**src/rtl/interposer_pkg.sv**
```systemverilog
// Shared constants, control/request field positions and lane FSM encoding
// for the interposer lane arbiters.
package interposer_pkg;

  localparam int NODE_COUNT       = 8;
  localparam int NODE_COUNT_DIGIT = 3;
  localparam int REQ_W            = NODE_COUNT_DIGIT + 1;
  localparam int CTRL_W           = 3;

  localparam int REQ_VLD     = REQ_W - 1;
  localparam int REQ_DST_LSB = 0;

  localparam int CTRL_GRANT = 2;
  localparam int CTRL_RXEN  = 1;
  localparam int CTRL_BUSY  = 0;

  localparam logic [CTRL_W-1:0] CTRL_SRC_WORD  = 3'b101;
  localparam logic [CTRL_W-1:0] CTRL_DST_WORD  = 3'b011;
  localparam logic [CTRL_W-1:0] CTRL_BUSY_WORD = 3'b001;

  typedef enum logic [1:0] {
    IDLE  = 2'd0,
    GRANT = 2'd1,
    TURN  = 2'd2
  } arb_state_e;

endpackage

```
**src/rtl/lane_arbiter_if.sv**
```systemverilog
// Node-facing request/control bundle of one interposer lane.
// master = arbiter side, slave = node side.
interface lane_arbiter_if;
  logic [interposer_pkg::NODE_COUNT*interposer_pkg::REQ_W-1:0]  req_in;
  logic [interposer_pkg::NODE_COUNT*interposer_pkg::CTRL_W-1:0] ctrl_out;
  logic [interposer_pkg::NODE_COUNT_DIGIT-1:0]                  active_src;
  logic                                                         illegal_req;
  logic [15:0]                                                  grant_total;

  modport master (
    input  req_in,
    output ctrl_out, active_src, illegal_req, grant_total
  );

  modport slave (
    output req_in,
    input  ctrl_out, active_src, illegal_req, grant_total
  );
endinterface

```
**src/rtl/lane_arbiter_rr_picker.sv**
```systemverilog
// Combinational round-robin pick: first set bit of legal_i at or after ptr_i,
// wrapping; the doubled mask turns the wrap into a plain lowest-bit search.
module rr_picker
  import interposer_pkg::*;
(
  input  logic [NODE_COUNT-1:0]       legal_i,
  input  logic [NODE_COUNT_DIGIT-1:0] ptr_i,
  output logic                        any_hit_o,
  output logic [NODE_COUNT_DIGIT-1:0] win_o
);

  logic [2*NODE_COUNT-1:0] dbl;
  logic [2*NODE_COUNT-1:0] below_ptr;
  logic [2*NODE_COUNT-1:0] masked;

  always_comb begin
    dbl       = {legal_i, legal_i};
    below_ptr = ({{(2*NODE_COUNT-1){1'b0}}, 1'b1} << ptr_i) - 1'b1;
    masked    = dbl & ~below_ptr;
    any_hit_o = |legal_i;
    win_o     = '0;
    for (int i = 2*NODE_COUNT-1; i >= 0; i--) begin
      if (masked[i]) win_o = NODE_COUNT_DIGIT'(i % NODE_COUNT);
    end
  end

endmodule

```
**src/rtl/lane_arbiter.sv**
```systemverilog
// Round-robin arbiter for one directional interposer lane: grant, hold for
// HOLD_CYCLES, one turnaround cycle, then re-arbitrate. All outputs registered.
module lane_arbiter
  import interposer_pkg::*;
#(
  parameter int DIRECTION   = 0,
  parameter int HOLD_CYCLES = 1
) (
  input  logic           clk,
  input  logic           reset,
  lane_arbiter_if.master lane
);

  localparam int CW = NODE_COUNT * CTRL_W;

  logic [NODE_COUNT-1:0] valid;
  logic [NODE_COUNT-1:0] legal;

  for (genvar n = 0; n < NODE_COUNT; n++) begin : g_legal
    logic [NODE_COUNT_DIGIT-1:0] dst;
    assign dst      = lane.req_in[n*REQ_W + REQ_DST_LSB +: NODE_COUNT_DIGIT];
    assign valid[n] = lane.req_in[n*REQ_W + REQ_VLD];
    assign legal[n] = valid[n] && (int'(dst) < NODE_COUNT) &&
                      ((DIRECTION == 0) ? (int'(dst) > n) : (int'(dst) < n));
  end

  arb_state_e                  state_q, state_d;
  logic [NODE_COUNT_DIGIT-1:0] win_src_q, win_src_d;
  logic [NODE_COUNT_DIGIT-1:0] win_dst_q, win_dst_d;
  logic [NODE_COUNT_DIGIT-1:0] rr_ptr_q, rr_ptr_d;
  logic [NODE_COUNT_DIGIT-1:0] active_q, active_d;
  logic [3:0]                  hold_q, hold_d;
  logic [CW-1:0]               ctrl_q, ctrl_d;
  logic                        illegal_q, illegal_d;
  logic [15:0]                 total_q, total_d;

  logic                        any_hit;
  logic [NODE_COUNT_DIGIT-1:0] pick;

  rr_picker u_picker (
    .legal_i   (legal),
    .ptr_i     (rr_ptr_q),
    .any_hit_o (any_hit),
    .win_o     (pick)
  );

  always_comb begin
    state_d   = state_q;
    win_src_d = win_src_q;
    win_dst_d = win_dst_q;
    rr_ptr_d  = rr_ptr_q;
    active_d  = active_q;
    hold_d    = hold_q;
    total_d   = total_q;
    illegal_d = 1'b0;
    ctrl_d    = '0;

    unique case (state_q)
      IDLE: begin
        illegal_d = |(valid & ~legal);
        if (any_hit) begin
          win_src_d = pick;
          win_dst_d = lane.req_in[int'(pick)*REQ_W + REQ_DST_LSB +: NODE_COUNT_DIGIT];
          hold_d    = 4'(HOLD_CYCLES);
          state_d   = GRANT;
        end
      end
      GRANT: begin
        hold_d = hold_q - 4'd1;
        if (hold_q == 4'd1) state_d = TURN;
      end
      TURN: begin
        rr_ptr_d = (win_src_q == NODE_COUNT_DIGIT'(NODE_COUNT-1)) ? '0 : win_src_q + 1'b1;
        if (total_q != 16'hFFFF) total_d = total_q + 16'd1;
        state_d = IDLE;
      end
      default: state_d = IDLE;
    endcase

    // Outputs are registered, so they are built from the state being entered.
    if (state_d == GRANT) begin
      active_d = win_src_d;
      for (int n = 0; n < NODE_COUNT; n++) begin
        if (NODE_COUNT_DIGIT'(n) == win_src_d)      ctrl_d[n*CTRL_W +: CTRL_W] = CTRL_SRC_WORD;
        else if (NODE_COUNT_DIGIT'(n) == win_dst_d) ctrl_d[n*CTRL_W +: CTRL_W] = CTRL_DST_WORD;
        else                                        ctrl_d[n*CTRL_W +: CTRL_W] = CTRL_BUSY_WORD;
      end
    end else if (state_d == TURN) begin
      for (int n = 0; n < NODE_COUNT; n++) ctrl_d[n*CTRL_W +: CTRL_W] = CTRL_BUSY_WORD;
    end
  end

  always_ff @(posedge clk) begin
    if (reset) begin
      state_q   <= IDLE;
      win_src_q <= '0;
      win_dst_q <= '0;
      rr_ptr_q  <= '0;
      active_q  <= '0;
      hold_q    <= '0;
      ctrl_q    <= '0;
      illegal_q <= 1'b0;
      total_q   <= '0;
    end else begin
      state_q   <= state_d;
      win_src_q <= win_src_d;
      win_dst_q <= win_dst_d;
      rr_ptr_q  <= rr_ptr_d;
      active_q  <= active_d;
      hold_q    <= hold_d;
      ctrl_q    <= ctrl_d;
      illegal_q <= illegal_d;
      total_q   <= total_d;
    end
  end

  assign lane.ctrl_out    = ctrl_q;
  assign lane.active_src  = active_q;
  assign lane.illegal_req = illegal_q;
  assign lane.grant_total = total_q;

endmodule
```
**src/flat_wrapper.sv**
```systemverilog
// flat-port wrapper written by rule: the top's interface ports become plain ports
module lane_arbiter_flat import interposer_pkg::*;
#(
  parameter int DIRECTION   = 0,
  parameter int HOLD_CYCLES = 1
)
  (clk, reset, lane_req_in, lane_ctrl_out, lane_active_src, lane_illegal_req, lane_grant_total);
  lane_arbiter_if lane_i ();
  input  logic clk;
  input  logic reset;
  input wire logic [$bits(lane_i.req_in)-1:0] lane_req_in;
  output wire logic [$bits(lane_i.ctrl_out)-1:0] lane_ctrl_out;
  output wire logic [$bits(lane_i.active_src)-1:0] lane_active_src;
  output wire logic [$bits(lane_i.illegal_req)-1:0] lane_illegal_req;
  output wire logic [$bits(lane_i.grant_total)-1:0] lane_grant_total;
  assign lane_i.req_in = lane_req_in;
  assign lane_ctrl_out = lane_i.ctrl_out;
  assign lane_active_src = lane_i.active_src;
  assign lane_illegal_req = lane_i.illegal_req;
  assign lane_grant_total = lane_i.grant_total;
  lane_arbiter #(.DIRECTION(DIRECTION), .HOLD_CYCLES(HOLD_CYCLES)) u_core (.clk(clk), .reset(reset), .lane(lane_i));
endmodule
```
**config.mk**
```make
export PLATFORM = sky130hd
export DESIGN_NAME = lane_arbiter_flat
export DESIGN_NICKNAME = d
export VERILOG_FILES = /design/src/rtl/interposer_pkg.sv /design/src/rtl/lane_arbiter_if.sv /design/src/rtl/lane_arbiter_rr_picker.sv /design/src/rtl/lane_arbiter.sv /design/src/flat_wrapper.sv
export SDC_FILE = /design/constraint.sdc
export NUM_CORES = 1
export LEC_CHECK = 0
export ABC_AREA = 1
export CAP_MARGIN = 15
export CORE_UTILIZATION = 30
export DETAILED_ROUTE_END_ITERATION = 10
export GPL_TIMING_DRIVEN = 0
export PLACE_DENSITY = 0.62
export SLEW_MARGIN = 20
export SYNTH_ARGS = -nofsm -noshare
export SYNTH_HDL_FRONTEND = slang
export SYNTH_SLANG_ARGS = --single-unit
```
**constraint.sdc**
```tcl
create_clock -name clk -period 3.4 [get_ports clk]
set_input_delay 0.68 -clock clk [delete_from_list [all_inputs] [get_ports clk]]
set_output_delay 0.68 -clock clk [all_outputs]
set_load 0.03 [all_outputs]
```
==> impl_metrics.tcl <==
set metrics [dict create \
    setup_tns_ps 0 \
    cp.buffers_inverters 4 \
    ys_types 37 \
    hold_viol 0 \
    clockBufferDepth 2 \
    cts_made_buffers 5 \
    yosys_warnings 0 \
    rsz0062_at_grt "false" \
    fin_area_sq_um 3870 \
    cp-end-kind "register" \
    postCtsSetupRepairBufs 0 \
    synth-edff-count 0 \
    cp_slowest_cell "clkdlybuf4s50_1" \
    vias 2938 \
    syn2layout_area_growth_pct 35.7 \
    grt_pass1_wl_um 12100 \
    globalRoute.totalOverflow 0 \
    ir_worst_vdd_uv 244 \
    min_period_over_period_pct 90.2 \
    worstMarginPinSlew_ps 579 \
    place_hpwl_um 5690 \
    total_leakage_power_nw 1.66 \
    slowest_delay_ps 500 \
    die-area_sq_um 9900 \
    worstSetupStartpointType "input port" \
    fmax_mhz 326 \
    fin_skew_ps 10.6 \
    antenna_left 0 \
    die_w_um 99.5 \
    yosys_register_bits 52 \
    synth.avg_cell_area_sq_um 6.65 \
    hold_path.class "reg2reg" \
    dieHeight_um 99.5 \
    placed_cell_area_sq_um 3760 \
    nets 552 \
    syn-num-nets 470 \
    hold_depth 2 \
    grt_util_all_layers_pct 15.0 \
    outcome "completed" \
    synth-seq-area-share_pct 36.5 \
    final_cells 641 \
    maxCapViolCount 0 \
    finalCriticalPeriod_ps 3070 \
    pin_count 78 \
    first_pass_iters 4 \
    grt_pass1_vias 2734 \
    row_count 35 \
    timing.hold.ws_ps 466 \
    start_util_pct 30.9 \
    drc 0 \
    syn-cell-area_sq_um 2850 \
    nFillCells 966 \
    total_power_mw 1.74 \
    cts_tree "yes" \
    setup_viol 0 \
    cpLargestDelayFamily "simple AND/OR/NAND/NOR gates" \
    htreeDepth 2 \
    p_per_area_nw_per_um2 449 \
    clk_latency_ps 310 \
    dpl.cell_count 633 \
    cp_cell_sequence "clkdlybuf4s50_1, nand3_1, nor2_1, a21oi_1, nand4_1, nand2_1, buf_2, o21ai_0, ha_2, inv_1, nor2_4, clkinv_2, a31oi_1, nand2_1, nor2_1" \
    drv_slew 0 \
    routed_wl_um 7320 \
    cp_max_fo 10 \
    r2r_cells 19 \
    synthFlopType "dfxtp_1" \
    critical_path_required_ps 3640 \
    gp_congestion 0.843 \
    crit_arrival_ps 3310 \
    core_area_sq_um 9240 \
    cts.sinks 52 \
    async_reset_ff_share_pct 0 \
    antenna_found_initial 0 \
    drt_iter0_markers 76 \
    routedWlPerCell_um 11.4 \
    root_buffer "clkbuf_8" \
    synth_cells 429 \
    max_slew_margin_pct 61.0 \
    drive_above_1_share_pct 8.98 \
    grt_max_degree 16 \
    worstSetupPathType "in2reg" \
    preCtsSetupSlack_ps -352 \
    vias_per_cell 4.58 \
    crit_cells 15 \
    io_buffers 75 \
    diodes 0 \
    clk_pin_slew_ps 90 \
    worst_slack_ps 333 \
    final_core_util_pct 41.9 \
]
-- flip-flops by register name (all words and copies together), names as in the netlist --
| name | flops |
|---|---|
| u_core.win_src_q | 3 |
| u_core.lane.grant_total | 16 |
| u_core.win_dst_q | 3 |
| u_core.rr_ptr_q | 3 |
| u_core.lane.illegal_req | 1 |
| u_core.lane.active_src | 3 |
| u_core.lane.ctrl_out | 17 |
| u_core.hold_q | 4 |
| u_core.state_q | 2 |
-- per-layer routing --
metal  global-route usage [%]  vias to the layer above  share of wire, %
met5                        0                        -                 0
met4                     4.07                        0               1.4
met3                     3.09                        8               5.6
met2                     25.6                       82                43
met1                     19.3                     1311                49
li1                         -                     1537                 -
-- cell families (layout without fill, tap and decap cells) --
group	after synthesis	count (layout)	share of synthesized area, %
and+or+nand+nor	228	228	35.8
buffers and inverters	79	162	11.6
AOI/OAI and AO/OA	63	63	13.0
DFF	52	52	36.5
adders and majority gates	7	7	3.07
-- final cells by class --
type / instances / area [sq um] / area share (%)
plain buffers: 12 / 80.1 / 2.07
repair buffers: 75 / 751 / 19.4
inverters: 67 / 253 / 6.53
well taps: 129 / 161 / 4.17
multi-input cells: 298 / 1490 / 38.5
flip-flops and latches: 52 / 1040 / 26.9
clock inverters: 1 / 7.51 / 0.194
clock buffers: 7 / 86.3 / 2.23
-- synthesized netlist by cell type, types with 3 or more instances --
cell type / count / share of area (%)
a21oi_1: 22 / 3.9
nand3_1: 42 / 7.4
clkbuf_1: 3 / 0.39
inv_2: 8 / 1.1
nand2_1: 94 / 12
nor2_2: 3 / 0.66
nor3_1: 9 / 1.6
buf_4: 7 / 1.8
o21ai_0: 23 / 4.0
inv_1: 57 / 7.5
nand2_2: 6 / 1.3
nand4_1: 9 / 2.0
ha_1: 7 / 3.1
o211ai_1: 4 / 1.1
dfxtp_1: 52 / 37
nor2_1: 54 / 7.1
-- worst paths after layout --
kind	start	end	slack (ps)
worst max-delay path	lane_req_in[24]	u_core.lane.ctrl_out[19]$_SDFF_PP0_	330
worst min register to register	u_core.hold_q[1]$_SDFFE_PP0P_	u_core.hold_q[1]$_SDFFE_PP0P_	470
worst min-delay path	u_core.hold_q[1]$_SDFFE_PP0P_	u_core.hold_q[1]$_SDFFE_PP0P_	470
worst max register to register	u_core.rr_ptr_q[1]$_SDFFE_PP0P_	u_core.lane.ctrl_out[7]$_SDFF_PP0_	750
-- worst register-to-register path: cells and delay by family, from the launching register on --
family	cells	cell delay (ps)
flops	1	490
buf+inv	1	90
compound gates	2	400
fa+ha+maj	1	300
simple gates	15	1260
-- report_power, final --
group / internal [mW] / total [mW] / switching (mW)
registers: 0.662 / 0.691 / 0.0295
clock network: 0.166 / 0.369 / 0.203
logic: 0.264 / 0.675 / 0.411
-- timing repair --
action,in CTS,in global routing
setup endpoints to repair,2,5
resized for setup,1,3
hold buffers,0,0
-- layout by cell type (no fill, tap or decap), types with 2 or more instances in the layout --
cell / netlist / final
a21oi_1: 22 / 22
a31oi_1: 2 / 2
buf_4: 7 / 7
clkbuf_1: 3 / 4
clkbuf_8: 0 / 6
clkdlybuf4s50_1: 0 / 75
dfxtp_1: 52 / 52
ha_1: 7 / 6
inv_1: 57 / 57
inv_2: 8 / 8
nand2_1: 94 / 94
nand2_2: 6 / 6
nand2_4: 2 / 2
nand3_1: 42 / 42
nand3b_1: 2 / 2
nand4_1: 9 / 9
nor2_1: 54 / 53
nor2_2: 3 / 3
nor2_4: 2 / 3
nor3_1: 9 / 9
o211ai_1: 4 / 4
o21a_1: 2 / 2
o21ai_0: 23 / 23
o21ai_1: 2 / 2
o21ai_2: 2 / 2
Note: power is estimated with default switching activity, not from simulation.
